<file path="src/rtl/sdram_port_arbiter.sv">
// Multi-master front end for the sdram controller: arbitrates NCH stb/ack masters onto one
// level-sensitive we/rd port and owns the delayed controller-init / sdram_ready sequence.
module sdram_port_arbiter #(
  parameter int NCH        = 2,
  parameter int AW         = 21,
  parameter int DW         = 16,
  parameter int INIT_DELAY = 3,
  parameter int FIXED_PRIO = 0
) (
  input  logic              clk_p,
  input  logic              reset,
  input  logic [NCH-1:0]    ch_stb,
  input  logic [NCH-1:0]    ch_we,
  input  logic [2*NCH-1:0]  ch_sel,
  input  logic [NCH*AW-1:0] ch_adr,
  input  logic [NCH*DW-1:0] ch_wdat,
  output logic [DW-1:0]     ch_rdat,
  output logic [NCH-1:0]    ch_ack,
  output logic              sdram_ready,
  output logic              sdr_init,
  output logic              sdr_we,
  output logic              sdr_rd,
  output logic [1:0]        sdr_wtbt,
  output logic [AW-1:0]     sdr_addr,
  output logic [DW-1:0]     sdr_din,
  input  logic [DW-1:0]     sdr_dout,
  input  logic              sdr_ready
);

  localparam int          GW       = (NCH > 1) ? $clog2(NCH) : 1;
  localparam int unsigned NCHU     = NCH;
  localparam logic [7:0]  INIT_CNT = 8'(INIT_DELAY);
  localparam logic [NCH-1:0] ACK_ONE = NCH'(1);

  localparam logic [1:0] ST_IDLE = 2'd0;
  localparam logic [1:0] ST_REQ  = 2'd1;
  localparam logic [1:0] ST_BUSY = 2'd2;
  localparam logic [1:0] ST_DONE = 2'd3;

  logic [1:0]    state;
  logic          rst_q;
  logic [7:0]    init_cnt;
  logic [GW-1:0] rr_ptr;
  logic [GW-1:0] grant_q;
  logic          we_q;

  logic [NCH-1:0] req_vec;
  logic [GW-1:0]  grant_idx;
  logic [GW-1:0]  ptr_next;
  logic           grant_any;
  logic [AW-1:0]  sel_adr;
  logic [DW-1:0]  sel_wdat;
  logic [1:0]     sel_sel;
  logic           sel_we;
  int unsigned    base;
  int unsigned    gsum;

  // rst_q plays the role of the old dreset: counting starts one edge after release,
  // so sdr_init falls INIT_DELAY+1 edges after the first edge with reset low.
  always_ff @(posedge clk_p) begin
    if (reset) begin
      rst_q       <= 1'b1;
      init_cnt    <= '0;
      sdr_init    <= 1'b1;
      sdram_ready <= 1'b0;
    end else begin
      rst_q <= 1'b0;
      if (!rst_q && init_cnt != INIT_CNT)
        init_cnt <= init_cnt + 8'd1;
      if (init_cnt == INIT_CNT)
        sdr_init <= 1'b0;
      if (!sdr_init && sdr_ready)
        sdram_ready <= 1'b1;
    end
  end

  // Round-robin rotates the request vector so the search always starts at bit 0.
  always_comb begin
    req_vec   = '0;
    base      = 0;
    gsum      = 0;
    grant_idx = '0;
    grant_any = 1'b0;
    ptr_next  = '0;
    if (FIXED_PRIO != 0) begin
      req_vec = ch_stb;
      base    = 0;
    end else begin
      req_vec = NCH'({ch_stb, ch_stb} >> rr_ptr);
      base    = 32'(rr_ptr);
    end
    for (int unsigned i = 0; i < NCHU; i++) begin
      if (!grant_any && 1'(req_vec >> i)) begin
        grant_any = 1'b1;
        gsum      = base + i;
        if (gsum >= NCHU)
          gsum = gsum - NCHU;
        grant_idx = GW'(gsum);
      end
    end
    if (32'(grant_idx) + 1 >= NCHU)
      ptr_next = '0;
    else
      ptr_next = grant_idx + 1'b1;
    sel_adr  = AW'(ch_adr >> (32'(grant_idx) * AW));
    sel_wdat = DW'(ch_wdat >> (32'(grant_idx) * DW));
    sel_sel  = 2'(ch_sel >> (32'(grant_idx) * 2));
    sel_we   = 1'(ch_we >> grant_idx);
  end

  always_ff @(posedge clk_p) begin
    if (reset) begin
      state    <= ST_IDLE;
      rr_ptr   <= '0;
      grant_q  <= '0;
      we_q     <= 1'b0;
      sdr_we   <= 1'b0;
      sdr_rd   <= 1'b0;
      sdr_wtbt <= '0;
      sdr_addr <= '0;
      sdr_din  <= '0;
      ch_ack   <= '0;
      ch_rdat  <= '0;
    end else begin
      case (state)
        ST_IDLE: begin
          ch_ack <= '0;
          if (sdram_ready && grant_any) begin
            grant_q  <= grant_idx;
            rr_ptr   <= ptr_next;
            we_q     <= sel_we;
            sdr_we   <= sel_we;
            sdr_rd   <= ~sel_we;
            sdr_wtbt <= sel_sel;
            sdr_addr <= sel_adr;
            sdr_din  <= sel_wdat;
            state    <= ST_REQ;
          end
        end
        ST_REQ: begin
          if (!sdr_ready) begin
            sdr_we <= 1'b0;
            sdr_rd <= 1'b0;
            state  <= ST_BUSY;
          end
        end
        ST_BUSY: begin
          if (sdr_ready) begin
            if (!we_q)
              ch_rdat <= sdr_dout;
            ch_ack <= ACK_ONE << grant_q;
            state  <= ST_DONE;
          end
        end
        ST_DONE: begin
          ch_ack <= '0;
          state  <= ST_IDLE;
        end
        default: state <= ST_IDLE;
      endcase
    end
  end

endmodule

</file>
<file path="config.mk">
export PLATFORM = sky130hd
export DESIGN_NAME = sdram_port_arbiter
export DESIGN_NICKNAME = d
export VERILOG_FILES = /design/src/rtl/sdram_port_arbiter.sv
export SDC_FILE = /design/constraint.sdc
export NUM_CORES = 1
export LEC_CHECK = 0
export ABC_AREA = 1
export BUFFER_PORTS_ARGS = -buffer_cell sky130_fd_sc_hd__buf_2
export CORE_MARGIN = 8
export CORE_UTILIZATION = 40
export DETAILED_ROUTE_END_ITERATION = 12
export GPL_TIMING_DRIVEN = 1
export HOLD_SLACK_MARGIN = 0.15
export PLACE_DENSITY = 0.7
export SYNTH_ARGS = -nofsm -noshare
export SYNTH_HDL_FRONTEND = slang
export SYNTH_SLANG_ARGS = --single-unit
</file>
<file path="constraint.sdc">
create_clock -name clk_p -period 2.3 [get_ports clk_p]
set_input_delay 0.23 -clock clk_p [delete_from_list [all_inputs] [get_ports clk_p]]
set_output_delay 0.23 -clock clk_p [all_outputs]
set_load 0.02 [all_outputs]
</file>
==> reports/metrics.cfg, run 1 <==
[clock_tree]
ctsHoldBuffers = 16
clk_pin_slew_ns = 0.07
cts_setup_buffers = 0
cts_tree = yes
htreeDepth = 3
ctsLongestPathBuffers = 2
cts.sinks = 75
cts_resized = 0
numCtsBuffers = 9
clock-root-buffer = clkbuf_8
clock_latency_ns = 0.33

[sta]
rsz0062_at_grt = false
fin_skew_ns = 0.00862
relSlewSlack_pct = 33.7
period_needed_ns = 1.86
tns_ns = 0
fmax_mhz = 537
period_share_pct = 80.9
finalSetupViolations = 0
holdWs_ns = 0.230
drv_slew = 0
tightest_slew_ns = 0.989
hold_viol_final = 0

[critical_path]
crit_path_max_fanout = 17
cp-start-kind = flip-flop
crit_required_ns = 2.52
arrival_ns = 2.08
ff2ff_setup_slack_ns = 0.44
crit_path_end_kind = flip-flop
critPathKind = reg -> reg

[placement]
dp_hpwl_mm = 7.48
io_buffers = 161
gp_congestion = 0.798

[yosys]
yosysMostFrequentCell = nand2_1
synth_edf_count = 0
synth_fp_nets = 626
synthArstFlopShare_pct = 0
synth_seq_area_share_pct = 43.7
synth_area_leaders = dfxtp_1 (44%), nand2_1 (22%), a21oi_1 (7.6%), nand3_1 (7.0%), nor2_1 (5.9%)
post-synth-top-area-cell = dfxtp_1
syn_avg_cell_area_um2 = 6.59
synth_flop_cell = dfxtp_1
yosys_warnings = 0
synthCells = 521
synthDistinctLibCells = 20
ys_top_cells_by_count = nand2_1 (202), dfxtp_1 (75), nor2_1 (54)
synth_area_mm2 = 0.00343
ys_ff_latch = 75
synth_top_area_share_pct = 43.7

[routing]
drt_wl_total_mm = 10.2
firstDrtPassIters = 4
ant_nets = 0
drt_iter0_drc = 180
route.detailed.drc = 0
wl_per_cell_um = 12.9
vias = 3809
viasPerCell = 4.79

[layout]
area_growth_pct = 34.1
layout-drive-gt1-share_pct = 26.6
final_nets = 788
diodes = 0

[pwr]
cellPowerDensity_mw_per_mm2 = 675
peakVddDrop_uv = 385
p_leak_uw = 0.00232

[outcome]
status = finished, final reports clean

[global_routing]
grt_pass1_wl_mm = 16.5
antenna_found_initial = 0
grt_max_degree = 48
grt_pass1_vias = 3622
grtUsageTotal_pct = 17.1
grt_overflow = 0

[floorplan]
initial_utilization_pct = 40.4
die_w_um = 109
dieArea_mm2 = 0.0118
io_pins = 162
core_area_mm2 = 0.00851
die_h_um = 109
num_rows = 34

[hold_path]
hp-class = in -> reg

[run]
max-cap-violations = 0

[area by class of cell]
| type | instances | area [um2] |
|---|---|---|
| Multi-Input combinational cell | 395 | 1720 |
| Clock inverter | 3 | 15.0 |
| Fill cell | 850 | 3900 |
| Tap cell | 108 | 135 |
| Inverter | 21 | 78.8 |
| Sequential cell | 75 | 1500 |
| Timing Repair Buffer | 181 | 1010 |
| Clock buffer | 12 | 145 |
[cells by family after synthesis]
logic type	Yosys count	share of synthesized area [%]
buffers and inverters	51	6.52
flip-flops	75	43.7
AO/OA/AOI/OAI	78	11.6
adder cells (fa/ha/maj)	4	1.46
XOR/XNOR	1	0.255
AND/OR/NAND/NOR	312	36.5
[through the flow]
stage | total power, uW | worst slack (ns) | util [%] | cell area (um2) | cells
final | 3110 | 0.439 | 54.1 | 4610 | 795
after global routing | 3350 | 0.155 | 54.1 | 4610 | 795
after CTS | 3150 | 0.442 | 54.1 | 4610 | 795
after detailed placement | 2280 | 0.454 | 50.4 | 4290 | 764
after global placement | 2260 | 0.534 | 50.4 | 4290 | 764
after floorplan | 2010 | 0.964 | - | 3430 | 521
[path summary, 6_finish.rpt]
path         depth (start not counted)  startpoint           end
min                                  5  ch_adr[12]  sdr_addr[12]
max reg2reg                          7    state[0]    ch_rdat[0]
max                                  7    state[0]    ch_rdat[0]
min reg2reg                          2   ch_ack[1]     ch_ack[1]
[cells in the final DEF, fill, tap and decap left out, types with 2 or more instances in the layout]
cell / count
clkinv_2: 3
nand3_1: 48
buf_2: 161
a21oi_1: 52
nand2_2: 2
buf_4: 3
clkbuf_8: 10
ha_1: 4
dfxtp_1: 75
inv_1: 21
clkbuf_1: 2
nand2_1: 202
nor2_1: 54
dlygate4sd3_1: 16
o21ai_0: 24
nand3b_1: 2
[critical path, stage by stage, from the launching register on]
cell and delay (ns):
dfxtp_1 0.32, inv_1 0.10, ha_1 0.19, nand2_1 0.08, nor2_2 0.42, inv_1 0.36
nor2_1 0.21, nor2_1 0.07
[registers in the layout, indices dropped and copies added (netlist names), 2 cells and up]
register  count
sdr_din      16
init_cnt      8
state         2
sdr_addr     21
sdr_wtbt      2
ch_rdat      16
ch_ack        2
[routing by layer]
metal	track usage [%]	vias up	routed length (um)	part of all wire (%)
met4	6.16	0	95	0.93
met5	0	-	0	0
met1	19.5	1695	4200	41
li1	-	1981	-	-
met3	7.03	7	1200	12
met2	28.2	126	4750	46
[report_power, final]
part / switching, uW / internal [uW] / total, uW
Sequential: 50.1 / 1400 / 1450
Clock: 432 / 411 / 842
Combinational: 520 / 299 / 819
Power figures use the tool's default switching activity.
==> inputs of run 2 (changes only) <==
--- a/config.mk
+++ b/config.mk
@@ -12,7 +12,7 @@
 export DETAILED_ROUTE_END_ITERATION = 12
 export GPL_TIMING_DRIVEN = 1
 export HOLD_SLACK_MARGIN = 0.15
-export PLACE_DENSITY = 0.7
+export PLACE_DENSITY = 0.73
 export SYNTH_ARGS = -nofsm -noshare
 export SYNTH_HDL_FRONTEND = slang
 export SYNTH_SLANG_ARGS = --single-unit
==> constraint.sdc (replaced) <==
create_clock -name clk_p -period 1.6 [get_ports clk_p]
set_input_delay 0.16 -clock clk_p [delete_from_list [all_inputs] [get_ports clk_p]]
set_output_delay 0.16 -clock clk_p [all_outputs]
set_load 0.02 [all_outputs]
==> reports/metrics.cfg, run 2 (synthesis gave the netlist of run 1 again) <==
[outcome]
status = finished, final reports clean

[global_routing]
antenna_found_initial = 0
grt_overflow = 0
grtUsageTotal_pct = 17.4
grt_max_degree = 41
grt_pass1_vias = 3748
grt_pass1_wl_mm = 16.7

[clock_tree]
htreeDepth = 3
numCtsBuffers = 9
cts.sinks = 75
clock_latency_ns = 0.33
clk_pin_slew_ns = 0.07
ctsLongestPathBuffers = 2
clock-root-buffer = clkbuf_8
cts_tree = yes

[routing]
drt_iter0_drc = 155
drt_wl_total_mm = 10.8
wl_per_cell_um = 13.1
firstDrtPassIters = 5
ant_nets = 0
viasPerCell = 4.78
route.detailed.drc = 0
vias = 3935

[hold_path]
hp-class = in -> reg
hold_end = sdr_addr[10]
hold_depth = 5
hold_path_startpoint = ch_adr[10]

[critical_path]
arrival_ns = 1.67
cp-start-kind = flip-flop
crit_required_ns = 1.81
reg2reg_depth = 8
rr_endpoint = ch_rdat[10]
rr_startpoint = state[0]
ff2ff_setup_slack_ns = 0.15
critPathKind = reg -> reg
crit_path_max_fanout = 12
crit_path_end_kind = flip-flop

[floorplan]
dieArea_mm2 = 0.0118
io_pins = 162
die_h_um = 109
die_w_um = 109
initial_utilization_pct = 40.4
core_area_mm2 = 0.00851
num_rows = 34

[layout]
layout.cells.non_filler = 824
layout-drive-gt1-share_pct = 27.7
layout_common_cells = nand2_1 (202), buf_2 (161), dfxtp_1 (75)
diodes = 0
largest_register_ffs = 21
final_nets = 816
finish.utilization_pct = 57.7
regMostFlops = sdr_addr
reg_top3 = sdr_addr: 21 flops, ch_rdat: 16 flops, sdr_din: 16 flops
area_growth_pct = 42.9
final_common_cell = nand2_1
final_area_mm2 = 0.00491

[placement]
gp_congestion = 0.869
dp.cells = 774
io_buffers = 161
dp_hpwl_mm = 7.83
placed_area_mm2 = 0.00437
place_ws_ns = -0.203

[sta]
tightest_slew_ns = 0.430
fin_ws_ns = 0.149
period_share_pct = 90.7
tns_ns = 0
rsz0062_at_grt = false
hold_viol_final = 0
fin_skew_ns = 0.00872
finalSetupViolations = 0
period_needed_ns = 1.45
drv_slew = 0
fmax_mhz = 689
relSlewSlack_pct = 71.2

[pwr]
p_leak_uw = 0.00245
peakVddDrop_uv = 606
cellPowerDensity_mw_per_mm2 = 970

[run]
max-cap-violations = 0

[run 2: worst max path at each step]
stage / slack (ns) / end / cells after the start / from
global route: 0.005 / ch_rdat[8] / 8 / state[0]
finish: 0.15 / ch_rdat[10] / 8 / state[0]
floorplan: 0.26 / ch_rdat[10] / 8 / state[0]
detailed placement: -0.20 / ch_rdat[3] / 7 / state[0]
global placement: -0.14 / ch_rdat[2] / 7 / state[0]
CTS: 0.11 / sdr_addr[11] / 7 / state[0]
[run 2: where the power goes]
group / total, uW / internal (uW) / switching, uW / leakage, uW
clock: 1390 / 764 / 623 / 0.0000947
sequential: 2080 / 2010 / 75.4 / 0.000607
combinational: 1290 / 506 / 785 / 0.00175
total: 4760 / 3280 / 1480 / 0.00245
[run 2: worst max-delay path: stages, from the launching register on]
cell        delay, ns
dfxtp_1          0.32
inv_1            0.10
ha_1             0.20
nand2_1          0.11
nor2_4           0.17
clkinvlp_4       0.10
buf_4            0.17
nor2_1           0.10
nor2_1           0.06
[run 2: repair_timing]
item	in CTS	in global routing
pin swaps	1	1
endpoints found under the hold margin	31	0
buffers inserted	3	0
setup endpoints to repair	16	21
resized for setup	2	2
hold buffers	31	0
[run 2: layer usage]
| layer | vias to the layer above | wire, um | GRT usage [%] | share of wire, % |
|---|---|---|---|---|
| met3 | 20 | 1120 | 6.26 | 10 |
| li1 | 2040 | - | - | - |
| met2 | 132 | 5080 | 30.0 | 47 |
| met1 | 1743 | 4340 | 19.1 | 40 |
| met4 | 0 | 227 | 7.23 | 2.1 |
| met5 | - | 0 | 0 | 0 |
[run 2: cell type report]
cell class,instances,area (um2)
fillers,790,3600
clock inverters,2,35.0
repair buffers,209,1270
well taps,108,135
multi-input cells,395,1730
clock buffers,14,153
flip-flops and latches,75,1500
inverters,21,82.6
[run 2: through the flow]
step | hold WS, ns | total power [uW]
after floorplan | 0.188 | 2880
after global placement | 0.382 | 3260
after CTS | 0.150 | 4790
after global routing | 0.177 | 5070
after detailed placement | 0.390 | 3290
final | 0.166 | 4760
